--- config.mk ---
export PLATFORM = sky130hd
export DESIGN_NAME = next_active_thread_lane
export DESIGN_NICKNAME = d
export VERILOG_FILES = /design/src/rtl/dice_dispatch_pkg.sv /design/src/rtl/lsb_prienc.sv /design/src/rtl/next_active_thread_lane.sv
export SDC_FILE = /design/constraint.sdc
export NUM_CORES = 1
export LEC_CHECK = 0
export ABC_AREA = 1
export BUFFER_PORTS_ARGS = -buffer_cell sky130_fd_sc_hd__buf_2
export CELL_PAD_IN_SITES_DETAIL_PLACEMENT = 2
export CELL_PAD_IN_SITES_GLOBAL_PLACEMENT = 2
export CORE_MARGIN = 2
export CORE_UTILIZATION = 32
export DETAILED_ROUTE_END_ITERATION = 8
export GPL_TIMING_DRIVEN = 0
export PLACE_DENSITY_LB_ADDON = 0.1
export SYNTH_ARGS = -nofsm -noshare
export SYNTH_HDL_FRONTEND = slang
export SYNTH_SLANG_ARGS = --single-unit
--- constraint.sdc ---
create_clock -name clk -period 3.59 [get_ports clk]
set_input_delay 0.5385 -clock clk [delete_from_list [all_inputs] [get_ports clk]]
set_output_delay 0.5385 -clock clk [all_outputs]
set_load 0.05 [all_outputs]
--- src/rtl/dice_dispatch_pkg.sv ---
// Shared dispatcher constants and the per-lane next-thread state encoding.
// The lane-reroute stage imports the same TID_W so ID widths stay consistent.
package dice_dispatch_pkg;

  localparam int TID_W                = 8;
  localparam int NUM_THREADS_PER_LANE = 256;
  localparam int SCAN_GROUP_W         = 16;

  typedef enum logic [1:0] {
    IDLE = 2'd0,
    SCAN = 2'd1,
    HOLD = 2'd2,
    DONE = 2'd3
  } lane_state_t;

endpackage

--- src/rtl/lsb_prienc.sv ---
// Lowest-set-bit priority encoder over a W-bit vector.
// index is meaningful only when found is high.
module lsb_prienc #(
  parameter int W  = 16,
  parameter int IW = $clog2(W)
) (
  input  logic [W-1:0]  bits,
  output logic [IW-1:0] index,
  output logic          found
);

  // Walk from the top down so the lowest set bit is the last one written.
  always_comb begin
    index = {IW{1'b0}};
    for (int i = W - 1; i >= 0; i--) begin
      index = bits[i] ? IW'(i) : index;
    end
    found = |bits;
  end

endmodule

--- src/rtl/next_active_thread_lane.sv ---
// Per-lane next-thread generator: captures a chunk's active mask and presents
// active thread IDs in ascending order, advancing on each downstream update.
module next_active_thread_lane #(
  parameter int NUM_THREADS = dice_dispatch_pkg::NUM_THREADS_PER_LANE,
  parameter int GROUP_W     = dice_dispatch_pkg::SCAN_GROUP_W,
  parameter int TID_W       = dice_dispatch_pkg::TID_W
) (
  input  logic                   clk,
  input  logic                   rst_n,
  input  logic                   start,
  input  logic [NUM_THREADS-1:0] active_mask,
  input  logic                   update,
  output logic [TID_W-1:0]       next_tid,
  output logic                   valid,
  output logic                   busy,
  output logic                   done
);

  import dice_dispatch_pkg::*;

  localparam int NUM_GROUPS = NUM_THREADS / GROUP_W;
  localparam int CUR_W      = $clog2(NUM_GROUPS);
  localparam int BIT_W      = $clog2(GROUP_W);
  localparam logic [CUR_W-1:0] LAST_GROUP = CUR_W'(NUM_GROUPS - 1);

  lane_state_t            state;
  logic [NUM_THREADS-1:0] remaining;
  logic [CUR_W-1:0]       cursor;

  logic [GROUP_W-1:0] group;
  logic [GROUP_W-1:0] above;
  logic [GROUP_W-1:0] fast_bits;
  logic [BIT_W-1:0]   scan_idx;
  logic [BIT_W-1:0]   fast_idx;
  logic               scan_found;
  logic               fast_found;
  logic               last_group;

  // Select the cursor's group and mask off bits at or below the held ID.
  always_comb begin
    group = {GROUP_W{1'b0}};
    for (int g = 0; g < NUM_GROUPS; g++) begin
      group = (cursor == CUR_W'(g)) ? remaining[g*GROUP_W +: GROUP_W] : group;
    end
    for (int i = 0; i < GROUP_W; i++) begin
      above[i] = (BIT_W'(i) > next_tid[BIT_W-1:0]);
    end
    fast_bits  = group & above;
    last_group = (cursor == LAST_GROUP);
  end

  lsb_prienc #(.W(GROUP_W), .IW(BIT_W)) u_scan_enc (
    .bits  (group),
    .index (scan_idx),
    .found (scan_found)
  );

  lsb_prienc #(.W(GROUP_W), .IW(BIT_W)) u_fast_enc (
    .bits  (fast_bits),
    .index (fast_idx),
    .found (fast_found)
  );

  // Lane FSM with registered outputs; start overrides every other event.
  always_ff @(posedge clk or negedge rst_n) begin
    if (!rst_n) begin
      state     <= IDLE;
      remaining <= {NUM_THREADS{1'b0}};
      cursor    <= {CUR_W{1'b0}};
      next_tid  <= {TID_W{1'b0}};
      valid     <= 1'b0;
      busy      <= 1'b0;
      done      <= 1'b0;
    end else if (start) begin
      state     <= SCAN;
      remaining <= active_mask;
      cursor    <= {CUR_W{1'b0}};
      valid     <= 1'b0;
      busy      <= 1'b1;
      done      <= 1'b0;
    end else begin
      case (state)
        IDLE: begin
          state <= IDLE;
        end
        SCAN: begin
          if (scan_found) begin
            next_tid <= {cursor, scan_idx};
            valid    <= 1'b1;
            state    <= HOLD;
          end else if (last_group) begin
            state <= DONE;
            done  <= 1'b1;
            busy  <= 1'b0;
          end else begin
            cursor <= cursor + 1'b1;
          end
        end
        HOLD: begin
          if (update && valid) begin
            remaining[next_tid] <= 1'b0;
            if (fast_found) begin
              next_tid <= {cursor, fast_idx};
            end else if (last_group) begin
              valid <= 1'b0;
              state <= DONE;
              done  <= 1'b1;
              busy  <= 1'b0;
            end else begin
              valid  <= 1'b0;
              cursor <= cursor + 1'b1;
              state  <= SCAN;
            end
          end else begin
            state <= HOLD;
          end
        end
        DONE: begin
          state <= DONE;
        end
        default: begin
          state <= IDLE;
          valid <= 1'b0;
          busy  <= 1'b0;
          done  <= 1'b0;
        end
      endcase
    end
  end

endmodule

==> Word-level counts from Yosys, hierarchy flattened <==
Cells that the tools add are included.
{ "totals": {"reg_bits": 273, "inputBits": 260, "elab_cells": 159} }
{ "op_classes": {"add_sub_neg": 1, "order_cmp": 18, "n_eq_ne": 27, "mux": 87, "bitwise": 4, "reduce_logical": 15} }
{ "op_table": {"columns": ["operator", "count"], "rows": [
  ["$mux W256", 3],
  ["$and A256 B256 Y256", 1],
  ["$mux W16", 16],
  ["$not A256 Y256", 1],
  ["$mux W4", 37],
  ["$eq A4 B4 Y1 const B", 8],
  ["$gt A4 B4 Y1 const A", 8],
  ["$reduce_or A16 Y1", 2],
  ["$mux W8", 3],
  ["$and A16 B16 Y16", 1],
  ["$eq A4 B3 Y1 const B", 4],
  ["$gt A3 B4 Y1 const A", 4],
  ["$pmux W8 S2", 1],
  ["$mux W1", 15],
  ["$mux W2", 6],
  ["$ne A3 B3 Y1 const B", 4],
  ["$lt A8 B9 Y1 const B", 1],
  ["$demux W1 S8", 1],
  ["$eq A4 B2 Y1 const B", 2],
  ["$ge A8 B1 Y1 const B", 1],
  ["$gt A1 B4 Y1 const A", 2],
  ["$gt A2 B4 Y1 const A", 2],
  ["$ne A4 B4 Y1 const B", 2],
  ["$pmux W2 S4", 1],
  ["16 further kinds", 26]
]} }

==> Longest topological paths before layout <==
{ "logic_depth": {"word_depth": 37, "mapped_depth": 40, "depth_no_buf": 38} }

==> By module <==
From an unflattened synthesis, not the netlist that was laid out.
{ "unflattened": {"hier_cells": 2066, "hier_area_um2": 15339.7} }
{ "modules_own_cells": {"columns": ["mod", "instances", "cells_per_inst", "area_each_um2"], "rows": [
  ["next_active_thread_lane", 1, 1968, 14921.8],
  ["lsb_prienc", 2, 49, 209.0]
]} }

==> Least setup slack after synthesis <==
Ideal clock, no wire load.
{ "synth_timing": {"path_type": "register to register", "from": "register cursor[1]", "to": "register cursor[0]", "setup_time_ps": 117, "arrival_time_ps": 2935, "required_time_ps": 3473, "setup_slack_ps": 538, "stages_incl_launch_ff": 31, "path_buffers": 2, "cell_sequence": "dfrtp_1 > inv_1 > ha_1 > buf_4 > nand2_2 > inv_2 > buf_6 > a221oi_1 > o21ai_1 > o21ai_1 > nand3_1 > o21ai_1 > nand3_1 > o21ai_1 > nand2_1 > o211ai_1 > nand3_1 > nand2_1 > nand2_1 > nand2_1 > nand2_1 > nor2_2 > nand2_2 > nor2_4 > nand2_4 > nand2_4 > nand2_4 > nor2_4 > nand2_2 > nand2_1 > nand2_1"} }
{ "synth_via": {"elab_chain_cells": 21} }
{ "synth_rtl": {"columns": ["element", "line", "text"], "rows": [
  ["from (decl)", "next_active_thread_lane.sv:28", "logic [CUR_W-1:0] cursor;"],
  ["from (signal assigned)", "next_active_thread_lane.sv:69", "cursor <= {CUR_W{1'b0}};"],
  ["from (signal assigned)", "next_active_thread_lane.sv:77", "cursor <= {CUR_W{1'b0}};"],
  ["from (signal assigned)", "next_active_thread_lane.sv:96", "cursor <= cursor + 1'b1;"],
  ["$logic_not A4 Y1", "next_active_thread_lane.sv:43", "group = (cursor == CUR_W'(g)) ? remaining[g*GROUP_W +: GROUP_W] : group;"],
  ["$mux W16 (16 in series)", "next_active_thread_lane.sv:43", null],
  ["$and A16 B16 Y16", "next_active_thread_lane.sv:48", "fast_bits = group & above;"],
  ["$reduce_or A16 Y1", "lsb_prienc.sv:18", "found = |bits;"],
  ["$ne A3 B3 Y1 (no source line)", null, null],
  ["$reduce_and A4 Y1 (no source line)", null, null]
]} }
Several ways; a longest one is shown, not always the timed one. The select of a mux whose other input is x is not followed.
A chain may end at the register's enable or synchronous reset.

==> Worst setup path after layout <==
{ "layout_timing": {"from": "register cursor[2]", "to": "register cursor[2]"} }
Same word-level chain as after synthesis.

==> metrics.md <==
| Metric | Value |
|---|---|
| Die width | 220 µm |
| Vias/cell | 5.48 |
| Power per cell area | 701 nW/µm² |
| Most common cell after layout, fill and taps aside | nand2_1 |
| CTS Hold Bufs | 0 |
| Seq/Total Area, Yosys | 0.456 |
| Setup CP Type | reg2reg |
| Final setup viols | 30 |
| Final Critical Period | 4.13 ns |
| Worst Hold Slack | -0.0156 ns |
| Num rows | 79 |
| Crit start category | flip-flop |
| Setup_tns | -8.45 ns |
| Fin nets | 2,644 |
| Initial DRC Count | 1,098 |
| Logic pwr share | 0.483 |
| Max Cap Viol | 0 |
| Pin count of the biggest net entering global routing | 115 |
| Starting density of the core | 0.323 |
| Root Driver | clkbuf_16 |
| Final HPWL DP | 55,100 µm |
| FF-to-FF End | cursor[2]$_DFFE_PN0P_ |
| Mapped Area | 15,000 µm² |
| Place WS | -1.04 ns |
| Vias after detailed routing | 16.5k |
| # IOs | 271 |
| Fill cell count | 5,268 |
| First-pass GRT wire length | 113,000 µm |
| Gr ovfl total | 0 |
| Clock transition at path regs | 0.06 ns |
| Slowest CP cell | dfrtp_1 |
| Final hold violation count | 17 |
| Antenna Violating Nets Remaining | 0 |
| Post-route setup slack | -0.537 ns |
| Synth Register Bits | 273 |
| Final instance area | 20,100 µm² |
| # H-tree levels | 2 |
| Clk buf depth | 3 |
| Seq pwr share | 0.259 |
| Core Region | 46,400 µm² |
| Clock share of power | 0.258 |
| Status | finished, violations left |
| Asr flop ratio synth | 1.00 |
| Drt first pass iters | 5 |
| Share of post-route cells with drive strength above 1 | 0.285 |
| Placed cells | 2,873 |
| RSZ-0062 raised after global routing | yes |
| Tcrit/Tclk final | 1.15 |
| Worst EP arrival | 4.57 ns |
| Worst Path Max Fanout | 10 |
| Worst r2r src | cursor[2]$_DFFE_PN0P_ |
| Area grow syn2layout | 34.5% |
| CTS Buf Count | 35 |
| Req. time, crit path | 4.03 ns |
| IR drop worst, VDD | 0.502 mV |
| Final wirelength | 79,400 µm |
| Yosys warns | 0 |
| EDFF count, synth | 0 |
| Failing checks | negative hold slack, negative setup slack |
| Cell Count, Final, Fillers Out | 3,010 |
| Storage cell area | 6830 µm² |
| Lkg Pwr | 9.88 nW |
| Switching share of power | 0.443 |
| Die ar. | 48,600 µm² |
| Pin slew with the least headroom to its limit | 1.43 ns |
| Hold Crit Class | in2async |
| Crit. End Element | flip-flop |
| Slowest stage delay, CP | 0.38 ns |
| Primary FF master, synth | dfrtp_1 |
| Mean Syn Cell Area | 7.51 µm² |
| # clock sinks | 273 |
| Ant diodes | 0 |
| Gpl congestion | 0.861 |
| Synth cell types | 39 |
| Port bufs | 270 |
| CTS tree | built |
| Worst-skew pair later-pin latency | 0.56 ns |
| Placed inst area | 17,200 µm² |
| Relative slew margins | 0.0484 |
| Reg-to-reg slack, setup | -0.54 ns |
| Overall global routing resource usage | 0.319 |
| DRC | 0 |
| Die outline height | 220 µm |
| Clk_skew | 0.0276 ns |
| Area of the multi-input gates | 8260 µm² |
| Max Slew Vio Count | 0 |
| Worst reg-to-reg path cell count | 28 |
| Syn Inst Count | 1,994 |
| Internal Pwr Total | 0.00786 W |
| Initial antenna violation count | 2 |
| Fmax | 0.242 GHz |
| Syn_nets | 2,258 |
| Most frequent cells in the layout | 795 x nand2_1, 282 x buf_2, 271 x dfrtp_1 |
| Post-DR wirelength/cell | 26.4 µm |
| Vias in the first global route | 17.9k |
| Net Switching | 0.00626 W |
synth_stat cells (all sizes together), types with 5 or more instances:
library cell / number / area (µm²)
a21oi: 40 / 223
nor3: 5 / 25.0
nand3: 76 / 380
dfrtp: 273 / 6830
inv: 96 / 360
clkbuf: 92 / 345
buf: 32 / 200
o211ai: 268 / 2010
nor2: 105 / 484
a221oi: 7 / 61.3
o21ai: 67 / 358
nand2: 894 / 3410
or2: 17 / 106
worst max-delay path by stage:
stage                                     start                         end  cells after the start  slack [ns]
after detailed placement  cursor[0]$_DFFE_PN0P_       cursor[3]$_DFFE_PN0P_                     29       -1.04
after global routing      cursor[1]$_DFFE_PN0P_     next_tid[0]$_DFFE_PN0P_                     39       -0.69
after global placement                    rst_n  remaining[223]$_DFFE_PN0P_                      1       -3.51
final                     cursor[2]$_DFFE_PN0P_       cursor[2]$_DFFE_PN0P_                     28       -0.54
after floorplan           cursor[1]$_DFFE_PN0P_       cursor[0]$_DFFE_PN0P_                     30        0.54
after CTS                 cursor[0]$_DFFE_PN0P_     next_tid[2]$_DFFE_PN0P_                     28       -0.35
worst max-delay path: cells and delay by family (launching register included):
family,cells,cell delay [ns]
simple gates,19,1.99
buf+inv,4,0.65
compound gates,5,0.96
flops,1,0.38
cell type report:
| class | instances | area share |
|---|---|---|
| sequential | 273 | 0.339 |
| buffer | 123 | 0.0294 |
| timing repair buffer | 349 | 0.107 |
| tap | 607 | 0.0377 |
| inverter | 98 | 0.0196 |
| timing repair inverter | 1 | 0.000186 |
| clock buffer | 54 | 0.0541 |
| clock inverter | 6 | 0.00292 |
| multi-input combinational | 1499 | 0.410 |
power by group through the flow:
stage	clock [W]	combinational [W]	sequential [W]
2_1_floorplan	0	0.00263	0.00371
3_3_place_gp	0	0.00460	0.00366
3_5_place_dp	0	0.00473	0.00368
4_1_cts	0.00367	0.00584	0.00364
5_1_grt	0.00378	0.00718	0.00369
6_report	0.00364	0.00681	0.00366
flip-flops by register name, indices dropped and copies added, names as in the netlist:
register   cells
remaining    256
next_tid       8
cursor         4
state          2
busy           1
done           1
valid          1
cell families (layout without fill, tap and decap cells):
| group | count (synthesis) | count (layout) | share of synthesized area |
|---|---|---|---|
| adder cells (fa/ha/maj) | 4 | 4 | 0.00334 |
| buffers and inverters | 222 | 631 | 0.0610 |
| AO/OA/AOI/OAI | 389 | 389 | 0.181 |
| AND/OR/NAND/NOR | 1104 | 1104 | 0.298 |
| XOR/XNOR | 2 | 2 | 0.00117 |
| flip-flops | 273 | 273 | 0.456 |
timing repair:
action / CTS / global route
cloned: 3 / 0
endpoints found under the setup margin: 17 / 177
pin swaps: 58 / 77
gates resized for setup: 197 / 116
endpoints found under the hold margin: 0 / 0
setup buffers: 43 / 32
metrics by stage:
stage	util	power, W
after floorplan	-	0.00634
after global placement	0.369	0.00825
after detailed placement	0.370	0.00841
after CTS	0.420	0.0131
after global routing	0.435	0.0146
final	0.435	0.0141
per-layer routing:
layer / global-route usage / vias up / part of all wire
met3: 0.0499 / 117 / 0.053
met4: 0.102 / 2 / 0.028
met1: 0.421 / 8474 / 0.43
met2: 0.536 / 512 / 0.49
met5: 0 / - / 0.00014
li1: - / 7394 / -
Power figures use the tool's default switching activity.
